File: src/rtl/music_seq_mc.sv
// Multi-channel note sequencer: walks a ROM block of per-channel half-period
// divisors, one note step every TICK_DIV clocks, with loop, pause, abort and done.

module music_seq_tone #(
    parameter int DIV_W = 14
) (
    input  logic             Clock,
    input  logic             Reset,
    input  logic             load,
    input  logic             run,
    input  logic             clear,
    input  logic [DIV_W-1:0] rom_div,
    output logic             buzz
);
    logic [DIV_W-1:0] note_div;
    logic [DIV_W-1:0] cnt;

    always_ff @(posedge Clock or negedge Reset) begin
        if (!Reset) begin
            note_div <= '0;
            cnt      <= '0;
            buzz     <= 1'b0;
        end else if (load) begin
            note_div <= rom_div;
            cnt      <= rom_div - DIV_W'(1);
            buzz     <= 1'b0;
        end else if (clear) begin
            buzz <= 1'b0;
        end else if (run) begin
            // A zero divisor is a rest: silent, counter parked.
            if (note_div == '0) begin
                buzz <= 1'b0;
            end else if (cnt == '0) begin
                cnt  <= note_div - DIV_W'(1);
                buzz <= ~buzz;
            end else begin
                cnt <= cnt - DIV_W'(1);
            end
        end
    end
endmodule

module music_seq_mc #(
    parameter int CHANNELS = 2,
    parameter int ADDR_W   = 12,
    parameter int DIV_W    = 14,
    parameter int TICK_DIV = 3000000
) (
    input  logic                      Clock,
    input  logic                      Reset,
    input  logic                      start,
    input  logic [ADDR_W-1:0]         start_addr,
    input  logic [ADDR_W-1:0]         stop_addr,
    input  logic                      loop,
    input  logic                      pause,
    input  logic                      interrupt,
    output logic [ADDR_W-1:0]         rom_addr,
    input  logic [CHANNELS*DIV_W-1:0] rom_data,
    output logic [CHANNELS-1:0]       Buzz,
    output logic                      busy,
    output logic                      done
);
    localparam int TW = $clog2(TICK_DIV);
    // PLAY covers the note step minus the FETCH and LOAD cycles.
    localparam logic [TW-1:0] TICK_LAST = TW'(TICK_DIV - 3);

    typedef enum logic [2:0] {IDLE, FETCH, LOAD, PLAY, PAUSED} state_t;

    state_t            state;
    logic [ADDR_W-1:0] pc, start_q, stop_q, pc_next;
    logic              loop_q;
    logic [TW-1:0]     tick;
    logic              playing, run, note_end, finish, to_idle, load;

    assign rom_addr = pc;
    assign busy     = (state != IDLE);
    assign pc_next  = pc + ADDR_W'(1);
    assign playing  = (state == PLAY) || (state == PAUSED);
    assign run      = playing && !pause && !interrupt && !start;
    assign note_end = run && (tick == TICK_LAST);
    assign finish   = note_end && (pc_next == stop_q) && !loop_q;
    assign to_idle  = interrupt || (start && (start_addr == stop_addr)) || finish;
    assign load     = (state == LOAD) && !interrupt && !start;

    for (genvar k = 0; k < CHANNELS; k++) begin : g_tone
        music_seq_tone #(.DIV_W(DIV_W)) u_tone (
            .Clock   (Clock),
            .Reset   (Reset),
            .load    (load),
            .run     (run),
            .clear   (to_idle),
            .rom_div (rom_data[k*DIV_W +: DIV_W]),
            .buzz    (Buzz[k])
        );
    end

    always_ff @(posedge Clock or negedge Reset) begin
        if (!Reset) begin
            state   <= IDLE;
            pc      <= '0;
            start_q <= '0;
            stop_q  <= '0;
            loop_q  <= 1'b0;
            tick    <= '0;
            done    <= 1'b0;
        end else begin
            done <= 1'b0;
            if (interrupt) begin
                state <= IDLE;
            end else if (start) begin
                pc      <= start_addr;
                start_q <= start_addr;
                stop_q  <= stop_addr;
                loop_q  <= loop;
                tick    <= '0;
                if (start_addr == stop_addr) begin
                    state <= IDLE;
                    done  <= 1'b1;
                end else begin
                    state <= FETCH;
                end
            end else begin
                case (state)
                    FETCH: state <= LOAD;
                    LOAD: begin
                        tick  <= '0;
                        state <= PLAY;
                    end
                    PLAY, PAUSED: begin
                        if (pause) begin
                            state <= PAUSED;
                        end else if (note_end) begin
                            tick <= '0;
                            if (pc_next != stop_q) begin
                                pc    <= pc_next;
                                state <= FETCH;
                            end else if (loop_q) begin
                                pc    <= start_q;
                                state <= FETCH;
                            end else begin
                                state <= IDLE;
                                done  <= 1'b1;
                            end
                        end else begin
                            tick  <= tick + TW'(1);
                            state <= PLAY;
                        end
                    end
                    default: state <= IDLE;
                endcase
            end
        end
    end
endmodule
File: config.mk
export PLATFORM = sky130hd
export DESIGN_NAME = music_seq_mc
export DESIGN_NICKNAME = d
export VERILOG_FILES = /design/src/rtl/music_seq_mc.sv
export SDC_FILE = /design/constraint.sdc
export NUM_CORES = 1
export LEC_CHECK = 0
export ABC_CLOCK_PERIOD_IN_PS = 3700
export BUFFER_PORTS_ARGS = -buffer_cell sky130_fd_sc_hd__buf_4
export CAP_MARGIN = 20
export CORE_MARGIN = 10
export CORE_UTILIZATION = 45
export DETAILED_ROUTE_END_ITERATION = 8
export RECOVER_POWER = 25
export SETUP_SLACK_MARGIN = 0.4
export SLEW_MARGIN = 20
export SYNTH_ARGS = -nofsm -noshare
export SYNTH_HDL_FRONTEND = slang
export SYNTH_SLANG_ARGS = --single-unit
export TNS_END_PERCENT = 50
File: constraint.sdc
create_clock -name Clock -period 3.7 [get_ports Clock]
set_input_delay 0.185 -clock Clock [delete_from_list [all_inputs] [get_ports Clock]]
set_output_delay 0.185 -clock Clock [all_outputs]
set_load 0.05 [all_outputs]
==> impl_metrics.toml, run 1 <==
[logic_synthesis]
synth_edf_count = 0
synth_seq_area_share = 0.426
yosys_warnings = 0
yosys.area.top_type_share = 0.426
synth_ff_type = "dfrtp_1"
ys_seq_elements = 121
synthesis.area_um2 = 7110
yosysUniqueCellTypes = 69
synth_area_leaders = "dfrtp_1, nand2_1, xnor2_1"
synthesis.instances = 807
synthArstFlopShare = 1.00
synth_nets = 870
synth_top_area_cell = "dfrtp_1"
syn_avg_cell_area_um2 = 8.81

[global_routing]
gr-usage-all-layers = 0.191
first_global_vias = 6630
antenna_found_initial = 0
grt_max_degree = 70
grt_first_pass_wirelength_um = 33700
gr-total-overflow = 0

[detailed_routing]
finalWirelength_um = 20500
met2WireLength_um = 10000
dr_wl_met3_um = 1010
ant_nets = 0
drt-pass1-iter-count = 5
viasPerCell = 5.67
drc_errors = 0
met1_length_um = 9090
routedWlPerCell_um = 18.0
drtIter0Drc = 497
highest_layer = "met4"
vias = 6475

[worst_setup_path]
startpoint_type = "flop"
cp_data_required_time_ns = 4.01
end_kind = "flop"
cp_max_fo = 14
reg2reg_slack_ns = 0.55
r2r-end = "g_tone[0].u_tone.cnt[10]"
crit_arrival_ns = 3.46
worstReg2RegStart = "rom_addr[0]"
rr_worst_depth = 8
critical_path_class = "reg -> reg"

[floorplan]
io_pins = 74
design.die.area_um2 = 21200
die_w_um = 146
die_h_um = 146
start_util = 0.463
rows = 45
core_area_um2 = 15400

[power]
p_sw_frac = 0.325
p_int_mw = 3.37
peakVddDrop_v = 0.000333
power_frac_clock = 0.370
power_mw = 4.99
p_leak_nw = 4.01
power-per-cell-area_nw_per_um2 = 555
pwr-share-seq = 0.370
p_switching_mw = 1.62
combinationalPowerShare = 0.260

[timing]
relSlewSlack = 0.0503
fmax_mhz = 318
clock_skew_ns = 0.00827
finalSetupTns_ns = 0
final.period_utilization = 0.851
finalHoldViolations = 0
rsz0062_at_grt = "no"
setup_viol = 0
slew_violations = 0
fin_crit_ns = 3.15
tightest_slew_ns = 1.42

[final_layout]
antennaDiodeCount = 0
area_growth_pct = 26.5
nNetsFinal = 980
layout-drive-gt1-share = 0.174

[run]
drv_cap = 0

[clocking]
clk_pin_slew_ns = 0.06
clock-sinks = 121
clk_latency_ns = 0.42
clockRootBuffer = "clkbuf_16"
cts_max_level = 4
numCtsBuffers = 17
max-clock-path-buffers = 2
cts_tree = "built"

[worst_hold_path]
whs_endpoint = "g_tone[0].u_tone.note_div[13]"
min_path_type = "in -> reg"
min-delay-start = "rom_data[13]"
hold_path_depth = 3

[run_status]
status = "finished, final reports clean"

[placement]
place.gp.congestion = 0.890
dp_hpwl_um = 14100
io_buffers = 73
[cells in the mapped netlist, drive strengths merged (6+ instances only)]
master,instances
a31oi,6
mux2i,17
clkbuf,28
or3,13
nor2,50
nand2,167
o211ai,11
nor3,16
nand3,25
xnor2,40
a21oi,30
and3,9
o21ai,50
nand4,16
nor4,18
or2,7
xor2,25
mux2,16
inv,23
dfrtp,121
a211oi,14
o31ai,6
buf,17
[flip-flops by register name (all words and copies together) (netlist names)]
name,cells
tick,22
done,1
g_tone.u_tone.buzz,2
loop_q,1
g_tone.u_tone.note_div,28
state,3
stop_q,12
rom_addr,12
start_q,12
g_tone.u_tone.cnt,28
[routing by layer]
layer  GRT usage  vias to the layer above
met4      0.0627                        0
li1            -                     3068
met5           0                        -
met2       0.313                      176
met3      0.0487                       29
met1       0.241                     3202
[timing repair]
item	in CTS	in global routing
cloned	0	0
hold buffers	42	0
pin swaps	0	2
buffers inserted	0	5
endpoints found under the setup margin	7	17
resized for setup	1	2
hold endpoints to repair	93	0
[per-stage QoR]
stage               hold slack [ns]  utilization  instance area, µm²  cells  setup WS, ns
floorplan                    -0.111            -                7110    807         0.469
global placement              0.275        0.513                7880   1062         0.511
detailed placement            0.276        0.513                7880   1062         0.369
CTS                         0.00103        0.583                8960   1136         0.433
global route                 0.0236        0.585                9000   1141         0.412
finish                       0.0168        0.585                9000   1141         0.553
[worst max-delay path, cell delays in order, from the launching register on]
cell       delay, ns
dfrtp_1         0.47
ha_1            0.30
xnor2_1         0.26
xnor2_1         0.15
a2111oi_4       0.34
nand4_1         0.20
or4b_1          0.61
a21o_2          0.36
mux2_4          0.34
[power by group through the flow]
stage	clock, mW	combinational (mW)	sequential, mW
after floorplan	0	0.854	1.83
after global placement	0	1.20	1.85
after detailed placement	0	1.24	1.86
after CTS	1.88	1.29	1.84
after global routing	1.93	1.44	1.88
final	1.85	1.30	1.85
[cell families (layout without fill, tap and decap cells)]
family	count (synthesis)	after routing	share of synthesized area
mux	33	33	0.0508
flops	121	121	0.426
fa+ha+maj	5	5	0.00880
buf+inv	68	191	0.0415
compound gates	155	155	0.142
simple gates	357	357	0.241
xor+xnor	68	68	0.0895
[final cells by class]
| type | count | area [µm²] |
|---|---|---|
| Clock buffer | 20 | 457 |
| Clock inverter | 12 | 196 |
| Fill cell | 1356 | 6370 |
| Inverter | 23 | 86.3 |
| Multi-Input combinational cell | 618 | 3820 |
| Sequential cell | 121 | 3030 |
| Tap cell | 211 | 264 |
| Timing Repair Buffer | 136 | 1140 |
[placed cells by master (no fill, tap or decap), types with 9 or more instances in the layout]
cell,instances
xor2_1,25
or3_1,12
dlygate4sd3_1,42
inv_1,23
mux2_2,13
clkbuf_16,17
xnor2_1,40
a21oi_1,30
o211ai_1,11
nor4_1,17
nand2_1,166
and3_1,9
o21ai_0,48
nor2_1,48
nand4_1,15
nand3_1,25
mux2i_1,17
nor3_1,14
dfrtp_1,121
buf_4,89
a211oi_1,13
[worst max-delay path by stage]
stage,startpoint,endpoint,slack [ns],cells after the start
2_1_floorplan,rom_addr[0],g_tone[0].u_tone.cnt[10],0.47,10
3_3_place_gp,rom_addr[0],g_tone[0].u_tone.cnt[9],0.51,8
3_5_place_dp,rom_addr[0],g_tone[0].u_tone.cnt[11],0.37,8
4_1_cts,state[2],g_tone[1].u_tone.cnt[10],0.43,8
5_1_grt,rom_addr[0],g_tone[0].u_tone.cnt[9],0.41,8
6_report,rom_addr[0],g_tone[0].u_tone.cnt[10],0.55,8
Note: power is estimated with default switching activity, not from simulation.
==> inputs of run 2 (changes only) <==
--- a/config.mk
+++ b/config.mk
@@ -11,6 +11,7 @@
 export CORE_MARGIN = 10
 export CORE_UTILIZATION = 45
 export DETAILED_ROUTE_END_ITERATION = 8
+export PLACE_DENSITY = 0.65
 export RECOVER_POWER = 25
 export SETUP_SLACK_MARGIN = 0.4
 export SLEW_MARGIN = 20
==> run 2 against run 1 <==
Effect of this change:
- the run now ends with capacitance limit, slew limit left
- global-route usage is 0.075 points lower
- clock power is 7% lower
- fmax is 1.3% higher
- register-to-register slack better by 0.04 ns
- via count is 0.14% lower
- setup slack better by 0.042 ns
- sequential power hardly changed
- first-iteration DRC count is 12% higher
- total power is 2.5% lower
==> impl_metrics.toml, run 2 (synthesis gave the netlist of run 1 again) <==
[detailed_routing]
drc_errors = 0
routedWlPerCell_um = 17.9
finalWirelength_um = 20400
ant_nets = 0
drt-pass1-iter-count = 6
dr_wl_met3_um = 1270
viasPerCell = 5.68
drtIter0Drc = 556
highest_layer = "met4"
vias = 6466
met1_length_um = 9160
met2WireLength_um = 9650

[timing]
tightest_slew_ns = 1.97
finalHoldViolations = 0
fin_crit_ns = 3.11
relSlewSlack = -0.313
clock_skew_ns = 0.00901
fmax_mhz = 322
rsz0062_at_grt = "no"
final.period_utilization = 0.839
finalSetupTns_ns = 0
slew_violations = 76
setup_viol = 0
holdWs_ns = 0.00735

[floorplan]
die_w_um = 146
die_h_um = 146
start_util = 0.463
design.die.area_um2 = 21200
io_pins = 74
rows = 45
core_area_um2 = 15400

[final_layout]
fin_util = 0.581
nFillCells = 1324
final_cell_mix = "nand2_1, dfrtp_1, buf_4"
reg_top3 = "g_tone.u_tone.cnt x28, g_tone.u_tone.note_div x28, tick x22"
regArea_um2 = 3030
area_growth_pct = 25.6
layout_commonest_cell = "nand2_1"
nNetsFinal = 978
final_cells = 1139
layout-drive-gt1-share = 0.175
antennaDiodeCount = 0
multiInputGateArea_um2 = 3850

[clocking]
max-clock-path-buffers = 2
numCtsBuffers = 17
clk_latency_ns = 0.43
clockRootBuffer = "clkbuf_16"
cts_max_level = 4
cts_tree = "built"
clock-sinks = 121
clk_pin_slew_ns = 0.06

[placement]
dpl.cell_count = 1065
place.gp.congestion = 0.957
dp_hpwl_um = 14100
io_buffers = 73

[power]
power-per-cell-area_nw_per_um2 = 545
p_leak_nw = 3.97
peakVddDrop_v = 0.000399

[run_status]
status = "finished with violations"
violations = "capacitance limit, slew limit"

[global_routing]
grt_max_degree = 76
gr-usage-all-layers = 0.191
antenna_found_initial = 0
first_global_vias = 6471
grt_first_pass_wirelength_um = 33800
gr-total-overflow = 0

[worst_hold_path]
min_path_type = "in -> reg"
min-delay-start = "start_addr[4]"

[worst_setup_path]
cp_max_fo = 11
end_kind = "flop"
worstReg2RegStart = "state[2]"
crit_arrival_ns = 3.41
startpoint_type = "flop"
cp_data_required_time_ns = 4.01
crit_start = "state[2]"
critical_path_class = "reg -> reg"

[run]
drv_cap = 1
run 2: cell count changes in the layout (fill, tap and decap cells not counted), sizes merged:
cell         previous run  this run
bufinv                  5         3
buf                    91        90
clkinv                  4         5
clkinvlp                3         4
dlygate4sd3            42        41
run 2: timing repair:
action | 4_1_cts | 5_1_grt
endpoints found under the setup margin | 7 | 29
pin swaps | 0 | 1
cloned | 0 | 0
buffers inserted | 0 | 1
resized for setup | 1 | 6
hold endpoints to repair | 105 | 0
hold buffers | 41 | 0
run 2: report_power, final:
group          switching (mW)  total [mW]  internal (mW)  leakage [nW]
combinational           0.734        1.30          0.567          2.14
clock                   0.630        1.72           1.09         0.288
sequential              0.272        1.85           1.58          1.54
total                    1.64        4.87           3.23          3.97
run 2: worst paths after layout:
kind / endpoint / slack (ns) / cells after the start
worst max-delay path: g_tone[1].u_tone.cnt[10] / 0.59 / 8
worst min-delay path: start_q[4] / 0.007 / 3
worst max register to register: g_tone[1].u_tone.cnt[10] / 0.59 / 8
worst min register to register: start_q[1] / 0.48 / 2
max in group asynchronous: start_q[1] / 1.58 / 3
min in group asynchronous: g_tone[0].u_tone.cnt[8] / 0.84 / 2
run 2: per-layer routing:
metal	GRT usage	up-vias
met5	0	-
li1	-	3066
met3	0.0491	28
met4	0.0566	0
met1	0.246	3144
met2	0.307	228
run 2: through the flow:
stage	setup WS, ns	instance area [µm²]	power, mW
final	0.595	8930	4.87
after global routing	0.434	8930	5.12
after CTS	0.460	8900	4.85
after detailed placement	0.365	7880	3.09
after global placement	0.492	7880	3.05
after floorplan	0.469	7110	2.69
run 2: final cells by class:
type	count	area share
multi-input combinational	618	0.431
sequential	121	0.339
timing repair buffer	134	0.123
clock buffer	20	0.0511
tap	211	0.0296
clock inverter	12	0.0167
inverter	23	0.00967
run 2: worst max-delay path: stages (launching register included):
cell	delay [ns]
dfrtp_1	0.47
or3_4	0.50
nor2_4	0.30
o221a_2	0.27
ha_1	0.20
or3b_1	0.50
nor4_1	0.37
xnor2_1	0.10
mux2_2	0.27
